`src/rtl/mem_arbiter.sv`:
```
// -----------------------------------------------------------------------------
// mem_arbiter
//
// Purpose:
//   Front end for the shared multi-cycle data RAM. Arbitrates between the
//   load buffer (reads) and the store buffer (writes). Only one RAM access is
//   in flight at a time. Address, write data and the active strobe are held
//   stable for the whole access. When the RAM raises its status pulse, a
//   tagged one-cycle completion goes back to the requester side. A wait that
//   sees no status pulse is aborted after TIMEOUT cycles and reported with
//   err=1.
//
// Ports:
//   clk, rst                 clock, synchronous active-high reset
//   ld_req_*                 load request (valid/ready handshake, addr, tag)
//   st_req_*                 store request (valid/ready handshake, addr, data, tag)
//   ld_resp_*                load completion pulse (tag, data, err)
//   st_resp_*                store completion pulse (tag, err)
//   mem_addr, mem_wdata      registered RAM address / write data
//   mem_nRD, mem_nWR         registered active-low RAM strobes
//   mem_rdata                RAM read data
//   mem_readStatus           RAM read-done pulse
//   mem_writeStatus          RAM write-done pulse
//   busy                     high whenever the sequencer is not idle
// -----------------------------------------------------------------------------
module mem_arbiter #(
  parameter int TAG_W   = 4,
  parameter int MEM_LAT = 10,
  parameter int TIMEOUT = 15
) (
  input  logic             clk,
  input  logic             rst,
  input  logic             ld_req_valid,
  output logic             ld_req_ready,
  input  logic [31:0]      ld_req_addr,
  input  logic [TAG_W-1:0] ld_req_tag,
  input  logic             st_req_valid,
  output logic             st_req_ready,
  input  logic [31:0]      st_req_addr,
  input  logic [31:0]      st_req_data,
  input  logic [TAG_W-1:0] st_req_tag,
  output logic             ld_resp_valid,
  output logic [TAG_W-1:0] ld_resp_tag,
  output logic [31:0]      ld_resp_data,
  output logic             ld_resp_err,
  output logic             st_resp_valid,
  output logic [TAG_W-1:0] st_resp_tag,
  output logic             st_resp_err,
  output logic [31:0]      mem_addr,
  output logic [31:0]      mem_wdata,
  output logic             mem_nRD,
  output logic             mem_nWR,
  input  logic [31:0]      mem_rdata,
  input  logic             mem_readStatus,
  input  logic             mem_writeStatus,
  output logic             busy
);

  localparam int DCNT_W = (MEM_LAT < 1) ? 1 : $clog2(MEM_LAT + 1);
  localparam int TCNT_W = (TIMEOUT < 2) ? 1 : $clog2(TIMEOUT + 1);

  // Drain runs for counter values 0..MEM_LAT, i.e. MEM_LAT+1 cycles.
  localparam logic [DCNT_W-1:0] DRAIN_LAST = DCNT_W'(MEM_LAT);
  localparam logic [DCNT_W-1:0] DCNT_ONE   = DCNT_W'(1);
  // The wait counter starts at 0 on the accept edge, so the abort edge is the
  // one where it holds TIMEOUT-1: exactly TIMEOUT wait cycles have elapsed.
  localparam logic [TCNT_W-1:0] TMO_LAST   = TCNT_W'(TIMEOUT - 1);
  localparam logic [TCNT_W-1:0] TCNT_ONE   = TCNT_W'(1);

  typedef enum logic [2:0] {
    S_DRAIN   = 3'd0,
    S_IDLE    = 3'd1,
    S_RD_WAIT = 3'd2,
    S_WR_WAIT = 3'd3,
    S_RECOVER = 3'd4
  } state_t;

  // Registered state
  state_t             r_state;
  logic [DCNT_W-1:0]  r_dcnt;
  logic [TCNT_W-1:0]  r_tcnt;
  logic               r_last_st;      // 1: last grant went to the store port
  logic [TAG_W-1:0]   r_tag;          // tag of the access in flight
  logic [31:0]        r_mem_addr;
  logic [31:0]        r_mem_wdata;
  logic               r_mem_nrd;
  logic               r_mem_nwr;
  logic               r_ld_resp_valid;
  logic [TAG_W-1:0]   r_ld_resp_tag;
  logic [31:0]        r_ld_resp_data;
  logic               r_ld_resp_err;
  logic               r_st_resp_valid;
  logic [TAG_W-1:0]   r_st_resp_tag;
  logic               r_st_resp_err;

  // Next-state values
  state_t             w_state_nxt;
  logic [DCNT_W-1:0]  w_dcnt_nxt;
  logic [TCNT_W-1:0]  w_tcnt_nxt;
  logic               w_last_st_nxt;
  logic [TAG_W-1:0]   w_tag_nxt;
  logic [31:0]        w_mem_addr_nxt;
  logic [31:0]        w_mem_wdata_nxt;
  logic               w_mem_nrd_nxt;
  logic               w_mem_nwr_nxt;
  logic               w_ld_resp_valid_nxt;
  logic [TAG_W-1:0]   w_ld_resp_tag_nxt;
  logic [31:0]        w_ld_resp_data_nxt;
  logic               w_ld_resp_err_nxt;
  logic               w_st_resp_valid_nxt;
  logic [TAG_W-1:0]   w_st_resp_tag_nxt;
  logic               w_st_resp_err_nxt;

  logic               w_idle;
  logic               w_grant_ld;
  logic               w_grant_st;
  logic               w_tmo;

  assign w_idle = (r_state == S_IDLE);

  // Round-robin: with both ports requesting, the port that did not win last
  // time is granted. The two grants are mutually exclusive by construction.
  assign w_grant_ld = w_idle && ld_req_valid && (!st_req_valid ||  r_last_st);
  assign w_grant_st = w_idle && st_req_valid && (!ld_req_valid || !r_last_st);

  assign w_tmo = (r_tcnt == TMO_LAST);

  // Next-state and registered-output logic
  always_comb begin
    w_state_nxt         = r_state;
    w_dcnt_nxt          = r_dcnt;
    w_tcnt_nxt          = r_tcnt;
    w_last_st_nxt       = r_last_st;
    w_tag_nxt           = r_tag;
    w_mem_addr_nxt      = r_mem_addr;
    w_mem_wdata_nxt     = r_mem_wdata;
    w_mem_nrd_nxt       = r_mem_nrd;
    w_mem_nwr_nxt       = r_mem_nwr;
    w_ld_resp_valid_nxt = 1'b0;
    w_ld_resp_tag_nxt   = r_ld_resp_tag;
    w_ld_resp_data_nxt  = r_ld_resp_data;
    w_ld_resp_err_nxt   = r_ld_resp_err;
    w_st_resp_valid_nxt = 1'b0;
    w_st_resp_tag_nxt   = r_st_resp_tag;
    w_st_resp_err_nxt   = r_st_resp_err;

    case (r_state)
      // The RAM's own latency counter survives our reset, so both strobes
      // are held inactive long enough for any access it was running to end.
      // Status pulses seen here belong to that stale access and are ignored.
      S_DRAIN: begin
        w_mem_nrd_nxt = 1'b1;
        w_mem_nwr_nxt = 1'b1;
        if (r_dcnt == DRAIN_LAST) begin
          w_dcnt_nxt  = '0;
          w_state_nxt = S_IDLE;
        end else begin
          w_dcnt_nxt  = r_dcnt + DCNT_ONE;
        end
      end

      S_IDLE: begin
        if (w_grant_ld) begin
          w_mem_addr_nxt = ld_req_addr;
          w_tag_nxt      = ld_req_tag;
          w_last_st_nxt  = 1'b0;
          w_mem_nrd_nxt  = 1'b0;
          w_tcnt_nxt     = '0;
          w_state_nxt    = S_RD_WAIT;
        end else if (w_grant_st) begin
          w_mem_addr_nxt  = st_req_addr;
          w_mem_wdata_nxt = st_req_data;
          w_tag_nxt       = st_req_tag;
          w_last_st_nxt   = 1'b1;
          w_mem_nwr_nxt   = 1'b0;
          w_tcnt_nxt      = '0;
          w_state_nxt     = S_WR_WAIT;
        end
      end

      S_RD_WAIT: begin
        if (mem_readStatus) begin
          w_ld_resp_valid_nxt = 1'b1;
          w_ld_resp_tag_nxt   = r_tag;
          w_ld_resp_data_nxt  = mem_rdata;
          w_ld_resp_err_nxt   = 1'b0;
          w_mem_nrd_nxt       = 1'b1;
          w_state_nxt         = S_RECOVER;
        end else if (w_tmo) begin
          w_ld_resp_valid_nxt = 1'b1;
          w_ld_resp_tag_nxt   = r_tag;
          w_ld_resp_data_nxt  = '0;
          w_ld_resp_err_nxt   = 1'b1;
          w_mem_nrd_nxt       = 1'b1;
          w_state_nxt         = S_RECOVER;
        end else begin
          w_tcnt_nxt          = r_tcnt + TCNT_ONE;
        end
      end

      S_WR_WAIT: begin
        if (mem_writeStatus) begin
          w_st_resp_valid_nxt = 1'b1;
          w_st_resp_tag_nxt   = r_tag;
          w_st_resp_err_nxt   = 1'b0;
          w_mem_nwr_nxt       = 1'b1;
          w_state_nxt         = S_RECOVER;
        end else if (w_tmo) begin
          w_st_resp_valid_nxt = 1'b1;
          w_st_resp_tag_nxt   = r_tag;
          w_st_resp_err_nxt   = 1'b1;
          w_mem_nwr_nxt       = 1'b1;
          w_state_nxt         = S_RECOVER;
        end else begin
          w_tcnt_nxt          = r_tcnt + TCNT_ONE;
        end
      end

      // One cycle with both strobes high lets the RAM counter return to 0
      // before the next access starts.
      S_RECOVER: begin
        w_mem_nrd_nxt = 1'b1;
        w_mem_nwr_nxt = 1'b1;
        w_state_nxt   = S_IDLE;
      end

      default: begin
        w_mem_nrd_nxt = 1'b1;
        w_mem_nwr_nxt = 1'b1;
        w_dcnt_nxt    = '0;
        w_state_nxt   = S_DRAIN;
      end
    endcase
  end

  // State register
  always_ff @(posedge clk) begin
    if (rst) begin
      r_state         <= S_DRAIN;
      r_dcnt          <= '0;
      r_tcnt          <= '0;
      r_last_st       <= 1'b1;
      r_tag           <= '0;
      r_mem_addr      <= '0;
      r_mem_wdata     <= '0;
      r_mem_nrd       <= 1'b1;
      r_mem_nwr       <= 1'b1;
      r_ld_resp_valid <= 1'b0;
      r_ld_resp_tag   <= '0;
      r_ld_resp_data  <= '0;
      r_ld_resp_err   <= 1'b0;
      r_st_resp_valid <= 1'b0;
      r_st_resp_tag   <= '0;
      r_st_resp_err   <= 1'b0;
    end else begin
      r_state         <= w_state_nxt;
      r_dcnt          <= w_dcnt_nxt;
      r_tcnt          <= w_tcnt_nxt;
      r_last_st       <= w_last_st_nxt;
      r_tag           <= w_tag_nxt;
      r_mem_addr      <= w_mem_addr_nxt;
      r_mem_wdata     <= w_mem_wdata_nxt;
      r_mem_nrd       <= w_mem_nrd_nxt;
      r_mem_nwr       <= w_mem_nwr_nxt;
      r_ld_resp_valid <= w_ld_resp_valid_nxt;
      r_ld_resp_tag   <= w_ld_resp_tag_nxt;
      r_ld_resp_data  <= w_ld_resp_data_nxt;
      r_ld_resp_err   <= w_ld_resp_err_nxt;
      r_st_resp_valid <= w_st_resp_valid_nxt;
      r_st_resp_tag   <= w_st_resp_tag_nxt;
      r_st_resp_err   <= w_st_resp_err_nxt;
    end
  end

  assign ld_req_ready  = w_grant_ld;
  assign st_req_ready  = w_grant_st;
  assign ld_resp_valid = r_ld_resp_valid;
  assign ld_resp_tag   = r_ld_resp_tag;
  assign ld_resp_data  = r_ld_resp_data;
  assign ld_resp_err   = r_ld_resp_err;
  assign st_resp_valid = r_st_resp_valid;
  assign st_resp_tag   = r_st_resp_tag;
  assign st_resp_err   = r_st_resp_err;
  assign mem_addr      = r_mem_addr;
  assign mem_wdata     = r_mem_wdata;
  assign mem_nRD       = r_mem_nrd;
  assign mem_nWR       = r_mem_nwr;
  assign busy          = !w_idle;

endmodule

```
`config.mk`:
```
export PLATFORM = sky130hd
export DESIGN_NAME = mem_arbiter
export DESIGN_NICKNAME = d
export VERILOG_FILES = /design/src/rtl/mem_arbiter.sv
export SDC_FILE = /design/constraint.sdc
export NUM_CORES = 1
export LEC_CHECK = 0
export CORE_MARGIN = 5
export CORE_UTILIZATION = 36
export DETAILED_ROUTE_END_ITERATION = 12
export PLACE_DENSITY = 0.88
export SYNTH_ARGS = -nofsm -noshare
export SYNTH_HDL_FRONTEND = slang
export SYNTH_SLANG_ARGS = --single-unit
```
`constraint.sdc`:
```
create_clock -name clk -period 1.5 [get_ports clk]
set_input_delay 0.3 -clock clk [delete_from_list [all_inputs] [get_ports clk]]
set_output_delay 0.3 -clock clk [all_outputs]
set_load 0.05 [all_outputs]
```
**Word level (Yosys, flattened, before mapping)**

Index checks and enable logic that the tools add are counted.

- Register bits: 126
- Latch bits: 0
- Bits in writable memories: 0
- Memory bits (read-only): 0
- Bits of input ports: 142
- Output and inout bits: 113
- Logic and storage cells: 101
- Memories: 0

- Add/subtract/negate cells: 2
- $mul: 0
- Div/mod/pow operators: 0
- Order comparisons: 0
- Equal/unequal tests: 15
- Shift-type cells: 0
- Muxes and demuxes: 39
- Bitwise logic cells: 3
- Reduce and logical (&&, ||, !) cells: 26

Operator list:

| operator | count |
|---|---|
| $mux 32 | 4 |
| $mux 4 | 11 |
| $mux 3 | 6 |
| $pmux 3 s5 | 1 |
| $mux 1 | 13 |
| $ne 2x2->1 const B | 6 |
| $pmux 4 s3 | 1 |
| $ne 3x3->1 const B | 3 |
| $add 4x1->4 const B | 2 |
| $eq 4x4->1 const B | 2 |
| $pmux 4 s2 | 1 |
| $reduce_and 2->1 | 4 |
| $reduce_and 4->1 | 2 |
| $eq 3x2->1 const B | 2 |
| $pmux 1 s3 | 2 |
| $reduce_and 3->1 | 2 |
| $reduce_bool 2->1 | 3 |
| $logic_and 1x1->1 | 4 |
| $logic_not 1->1 | 4 |
| $reduce_or 2->1 | 2 |
| $reduce_or 4->1 | 1 |
| $eq 3x1->1 const B | 1 |
| $eq 3x3->1 const B | 1 |
| $logic_not 3->1 | 1 |
| other kinds (3) | 6 |

**Depth between registers and ports, before layout**

Gate-level depths: netlist of the first run.

- Word-level depth: 6
- Mapped depth: 7
- Mapped depth without buffers: 6

**Least setup slack after synthesis of the first run**

Ideal clock, no wire load.

- Kind: register -> output
- Start: register r_state[1]
- End: output ld_req_ready
- Data arrival time: 1.428 ns
- Data required time: 1.200 ns
- Path slack: -0.228 ns
- Stages on the path, launching flop included: 7
- Buffers on the path: 3
- Cells stage by stage: dfxtp_1 buf_2 nor3b_4 nand3_1 buf_4 buf_2 inv_1

- Cells in the longest elaborated chain, start to end: 3

RTL lines:

| item | line | text |
|---|---|---|
| start: declaration | 79 | `state_t r_state;` |
| start signal: assignment | 256 | `r_state <= w_state_nxt;` |
| $eq 3x1->1 | 119 | `assign w_idle = (r_state == S_IDLE);` |
| $logic_and 1x1->1 (2 in series) | 123 | `assign w_grant_ld = w_idle && ld_req_valid && (!st_req_valid \|\| r_last_st);` |
| end: declaration | 34 | `output logic ld_req_ready,` |

Every way passes these cells.

**Final worst setup path of the first run**

- Start: register r_state[1]
- End: register r_mem_addr[2] (netlist: mem_addr[2])

- Cells in the longest elaborated chain, start to end: 5
- Elaborated cells between the ends (all ways): 8
- Classes of those cells: 1 x eq/ne; 1 x mux; 6 x reduce/logical

RTL lines:

| item | line | text |
|---|---|---|
| $eq 3x1->1 * | 119, 147 |  |
| $logic_and 1x1->1 (on tied branches) (2 in series) | 123, 124 |  |
| $reduce_bool 2->1 (no line) | - |  |
| $reduce_and 2->1 (no line) | - |  |
| end signal: assignment | 261 | `r_mem_addr <= w_mem_addr_nxt;` |
| end: declaration | 84 | `logic [31:0] r_mem_addr;` |

Mark *: on every way between the ends. The rest lies on a longest branch, timed or not.
A chain may end at the register's enable or synchronous reset.

==> results of run 1 <==
==> per-stage QoR <==
stage | cells | setup slack, ns
2_1_floorplan | 555 | -0.03019
3_3_place_gp | 991 | -0.4942
3_5_place_dp | 991 | -0.6988
4_1_cts | 1052 | -0.3317
5_1_grt | 1056 | -0.3593
6_report | 1056 | -0.3222
==> worst max-delay path, cell delays in order, from the launching register on <==
cell and delay (ns):
dfxtp_4 0.35, nor3b_4 0.25, buf_4 0.17, nand2_4 0.05, clkinv_4 0.08, buf_6 0.12, bufbuf_16 0.26, nand2_1 0.09
a311oi_2 0.34
==> flip-flops by register name (all words and copies together) (netlist names), 3 cells and up <==
signal,flops
r_dcnt,4
r_tcnt,4
mem_wdata,32
ld_resp_tag,4
ld_resp_data,32
mem_addr,32
r_state,3
st_resp_tag,4
r_tag,4
==> final cells by class <==
cell class | instances | area (µm²) | area share [%]
Clock buffer | 19 | 442.9 | 4.104
Timing Repair Buffer | 338 | 4773 | 44.23
Multi-Input combinational cell | 378 | 2625 | 24.32
Inverter | 6 | 36.28 | 0.3362
Clock inverter | 13 | 163.9 | 1.519
Sequential cell | 126 | 2530 | 23.44
Tap cell | 176 | 220.2 | 2.041
==> cell usage after synthesis (all sizes together) (2+ instances only) <==
cell | number | area share (%)
nand2 | 152 | 12
dfxtp | 126 | 52
nor2 | 47 | 3.7
a21oi | 46 | 4.7
a311oi | 37 | 6.7
a22o | 32 | 5.8
buf | 27 | 3.5
clkbuf | 18 | 1.4
o21ai | 7 | 0.72
nand3 | 6 | 0.62
nor3b | 6 | 1.3
inv | 5 | 0.39
mux2i | 5 | 1.0
a31oi | 4 | 0.51
ha | 4 | 1.0
or3 | 4 | 0.51
a221oi | 3 | 0.54
nand2b | 3 | 0.39
nor2b | 2 | 0.26
==> metal layers <==
layer	vias to the layer above	track usage (%)	share of wire, %
met4	0	17.10	5.7
met5	-	0	0
li1	2584	-	-
met1	2813	27.86	34
met2	380	49.89	52
met3	107	8.510	8.5
==> power by group <==
group          internal (mW)  switching, mW
Combinational          0.419          0.222
Clock                   2.66           1.60
Sequential              3.36         0.0105
Total                   6.44           1.84
==> cell families after synthesis <==
logic type,Yosys count
compound gates,141
fa+ha+maj,4
buf+inv,51
flops,126
mux,5
simple gates,228
==> how the worst max path moves through the flow <==
| stage | startpoint | to | slack (ns) | cells after the start |
|---|---|---|---|---|
| finish | r_state[1] | mem_addr[2] | -0.32 | 8 |
| global route | r_state[1] | mem_addr[2] | -0.36 | 8 |
| CTS | r_state[2] | ld_req_ready | -0.33 | 6 |
| detailed placement | ld_req_valid | mem_addr[18] | -0.70 | 6 |
| global placement | ld_req_valid | r_tag[1] | -0.49 | 6 |
| floorplan | r_state[1] | r_tcnt[2] | -0.03 | 6 |
==> what timing repair did <==
action | 4_1_cts | 5_1_grt
pin swaps | 38 | 18
cloned | 11 | 2
resized for setup | 132 | 46
setup endpoints to repair | 104 | 123
buffers inserted | 18 | 9
==> reports/metrics.yaml, run 1 <==
power_and_ir_drop:
  power.density_nw_per_um2: 766.6
  peakVddDrop_v: 0.0007186
  total_power_mw: 8.273
  leakage_nw: 4.073
yosys:
  synth_nets: 701
  synth-main-ff-cell: "dfxtp_1"
  async_flop_share_pct: 0
  synth_edf_count: 0
  synth-simple-area-share_pct: 19.63
  synth.area.mux_share_pct: 1.029
  yosysWarnings: 0
  syn-cell-area_um2: 4862
  synth_area_per_cell_um2: 8.761
  synth_adder_area_share_pct: 1.029
  synth_compound_area_share_pct: 21.05
  synth_seq_cells: 126
  netlist_instances: 555
  seq_area_frac_synth_pct: 51.88
  synth_top_family_by_area: "compound AO/OA/AOI/OAI gates"
  synth.distinct_cells: 48
  synth_xor_area_share_pct: 0
clock_tree:
  cts.sinks: 126
  htree_levels: 4
  clk_pin_slew_worst_paths_ns: 0.06
  clk_latency_ns: 0.42
  cts_inserted_buffers: 17
  cts_hold_buf: 0
  tritoncts: "done"
  cts-root-buf: "clkbuf_16"
  cts_buffer_depth: 2
global_routing:
  overflow: 0
  grt_pass1_vias: 6266
  antenna_found_initial: 0
  grt_pass1_wl_um: 34390
  track_usage_pct: 27.74
  grt_max_degree: 69
sta:
  period_share_pct: 121.5
  rsz0062_at_grt: "true"
  hold_violations: 0
  period_minus_slack_ns: 1.822
  finalSetupViolCount: 97
  whs_ns: 0.2201
  setup_tns_ns: -12.17
  slew_headroom_pct: 71.41
  max_clock_freq_ghz: 0.5488
  finalClockSkew_ns: 0.01351
  slew_violations: 0
  setup_ws_ns: -0.3222
  worstMarginPinSlew_ns: 0.4288
job:
  drv_cap: 0
routing:
  vias_per_cell: 5.572
  antenna_left: 0
  drtPass1Iterations: 5
  via_count: 5884
  avgRoutedWirePerCell_um: 23.13
  drt_iter0_drc: 340
  wl_um: 24430
  drc: 0
setup_path:
  critical_path_class: "register to register"
  rrSetupSlack_ns: -0.32
  path_max_fanout: 7
  crit_path_end_kind: "register"
  rr_endpoint: "mem_addr[2]"
  required_ns: 1.81
  r2r_start: "r_state[1]"
  reg2reg_depth: 8
  critPathLaunchType: "register"
  cp.arrival_ns: 2.13
final_layout:
  nNetsFinal: 1013
  drive_gt1_share_pct: 39.09
  final_util_pct: 81.49
  num_antenna_cells: 0
  design_area_um2: 10790
  final_cell_mix: "clkdlybuf4s50_1, nand2_1, buf_12"
  final_common_cell: "clkdlybuf4s50_1"
  area_delta_synth_final_pct: 122.0
  fill_cells: 693
die:
  rows: 42
  fp.coreArea_um2: 13240
  io_pins: 255
  initial_core_util_pct: 36.72
  fp.dieH_um: 126.2
  dieWidth_um: 126.2
  die_area_um2: 15930
run_status:
  status: "finished with violations"
  violations: "negative setup slack"
placement:
  port_buffers: 254
  place_congestion: 0.8026
  placed_area_um2: 9006
  place_hpwl_um: 13280
min_path:
  min_to: "r_tcnt[3]"
  hold_path_startpoint: "rst"
  min_path_type: "input pin to register"
  hold_depth: 2
(Power assumes the default switching activity.)
==> run 2, diff against run 1 <==
Settings changed: CORE_UTILIZATION 36 to 39, PLACE_DENSITY 0.88 to 0.9, REMOVE_ABC_BUFFERS from default to 1, SLEW_MARGIN from default to 30.
Clock period 1.5 ns to 1.8 ns, I/O delays scaled along.
==> run 2 against run 1 <==
Compared with the run above: the flow still finishes with violations (negative setup slack); core utilization decreased by 14 points; routed wire length decreased by 34%; critical path depth fell by 3; critical endpoint is now ld_req_ready; highest routed layer unchanged.
==> reports/metrics.yaml, run 2 (synthesis results as in run 1) <==
final_layout:
  regArea_um2: 2530  # unchanged
  final_cell_mix: "nand2_1, buf_4, clkdlybuf4s50_1"
  final_common_cell: "nand2_1"
  fill_cells: 976  # +41%
  num_antenna_cells: 0  # unchanged
  multi_input_area_um2: 2101  # -20%
  nNetsFinal: 973  # -3.9%
  drive_gt1_share_pct: 24.17  # -15 points
  final_util_pct: 67.62  # -14 points
  area_delta_synth_final_pct: 68.45
  design_area_um2: 8190  # -24%
clock_tree:
  cts_inserted_buffers: 17  # unchanged
  cts_hold_buf: 0  # unchanged
  clk_latency_ns: 0.42  # about the same
  cts.sinks: 126  # unchanged
  cts-root-buf: "clkbuf_16"
  tritoncts: "done"
  clk_pin_slew_worst_paths_ns: 0.06  # about the same
  htree_levels: 4  # unchanged
  cts_buffer_depth: 2  # unchanged
global_routing:
  antenna_found_initial: 0  # unchanged
  grt_pass1_wl_um: 24590  # -28%
  track_usage_pct: 21.23  # -6.5 points
  grt_max_degree: 39  # -43%
  overflow: 0  # unchanged
  grt_pass1_vias: 4912  # -22%
run_status:
  violations: "negative setup slack"
  status: "finished with violations"
die:
  fp.coreArea_um2: 12110  # -8.5%
  die_area_um2: 14800  # -7.1%
  io_pins: 255  # unchanged
  rows: 40  # -4.8%
  fp.dieH_um: 121.7  # -3.6%
  dieWidth_um: 121.7  # -3.6%
  initial_core_util_pct: 40.14  # +3.4 points
power_and_ir_drop:
  power_frac_seq_pct: 41.7  # +1.0 points
  combPwrFrac_pct: 6.5  # -1.3 points
  switching_power_mw: 1.381  # -25%
  leakage_nw: 3.303  # -19%
  switching_share_pct: 20.52  # -1.7 points
  power.density_nw_per_um2: 821.7  # +7.2%
  peakVddDrop_v: 0.0005256  # -27%
  clkPwrFrac_pct: 51.8  # +0.3 points
  internal-power_mw: 5.349  # -17%
setup_path:
  critical_path_class: "register to primary output"
  reg2reg_depth: 4  # -4
  required_ns: 1.44  # -0.37 ns
  critPathLaunchType: "register"
  path_max_fanout: 4  # -3
  crit_path_end_kind: "primary output"
  cp.arrival_ns: 1.47  # -0.66 ns
placement:
  place_hpwl_um: 11760  # -11%
  placed_area_um2: 7487  # -17%
  port_buffers: 254  # unchanged
  place_congestion: 0.7928  # -1.2%
sta:
  max_clock_freq_ghz: 0.5463
  finalSetupViolCount: 1  # -99%
  slew_headroom_pct: 63.60  # -7.8 points
  finalClockSkew_ns: 0.009509  # -0.003997 ns
  hold_violations: 0  # unchanged
  period_minus_slack_ns: 1.831
  rsz0062_at_grt: "true"
  setup_ws_ns: -0.03054  # +0.2917 ns
  period_share_pct: 101.7
  slew_violations: 0  # unchanged
  setup_tns_ns: -0.03054  # +12.14 ns
  whs_ns: 0.3446  # +0.1246 ns
  worstMarginPinSlew_ns: 0.5449  # +0.1161 ns
routing:
  vias_per_cell: 5.019  # -9.9%
  wl_um: 16150  # -34%
  via_count: 5059  # -14%
  drt_iter0_drc: 308  # -9.4%
  drc: 0  # unchanged
  drtPass1Iterations: 4  # -1
  antenna_left: 0  # unchanged
  avgRoutedWirePerCell_um: 16.02  # -31%
job:
  drv_cap: 0  # unchanged
min_path:
  hold_depth: 2  # unchanged
  min_path_type: "input pin to register"
run 2: cell count changes in the layout (fill, tap and decap cells not counted), sizes merged:
| cell | change |
|---|---|
| buf | -37 |
| clkinvlp | -5 |
| clkinv | +4 |
| bufbuf | -3 |
| clkbuf | +2 |
| inv | -1 |
run 2: layer usage:
layer	vias up	wire length, µm	part of all wire [%]	track usage (%)
met5	-	0	0	0
met4	0	421	2.6	9.664
met3	35	1725	11	9.796
met2	206	7984	49	36.20
met1	2329	6015	37	22.36
li1	2489	-	-	-
run 2: area by class of cell:
class | instances | share of cell area [%]
Timing Repair Buffer | 298 | 33.23
Sequential cell | 126 | 30.89
Multi-Input combinational cell | 378 | 25.65
Clock buffer | 21 | 5.622
Tap cell | 168 | 2.566
Clock inverter | 11 | 1.711
Inverter | 6 | 0.3361
run 2: what timing repair did:
item | CTS | global route
setup endpoints to repair | 8 | 38
resized for setup | 8 | 6
buffers inserted | 4 | 1
pin swaps | 2 | 1
gates cloned | 0 | 1
run 2: worst max-delay path, stage by stage (launching register included):
cell     delay, ns
dfxtp_2       0.35
nor3b_4       0.29
buf_6         0.15
nand3_4       0.06
inv_2         0.07
buf_12        0.13
run 2: through the flow:
step	setup slack, ns	std cells	power [mW]
finish	-0.03054	1008	6.730
global route	-0.1098	1008	6.944
CTS	-0.04133	1006	6.780
detailed placement	-0.1908	970	3.295
global placement	-0.1078	970	3.291
floorplan	-1.491	510	2.915
run 2: worst paths after layout:
check           startpoint              to  slack, ns
max             r_state[2]    ld_req_ready      -0.03
max reg2reg     r_state[1]  st_resp_tag[2]       0.09
min reg2reg  mem_wdata[22]   mem_wdata[22]       0.45
min                    rst       r_dcnt[3]       0.34
run 2: power groups by stage:
stage	clock network (mW)	registers, mW	logic, mW
finish	3.48	2.81	0.437
CTS	3.54	2.81	0.429
detailed placement	0	2.87	0.425
global route	3.67	2.81	0.462
global placement	0	2.87	0.423
floorplan	0	2.87	0.0453
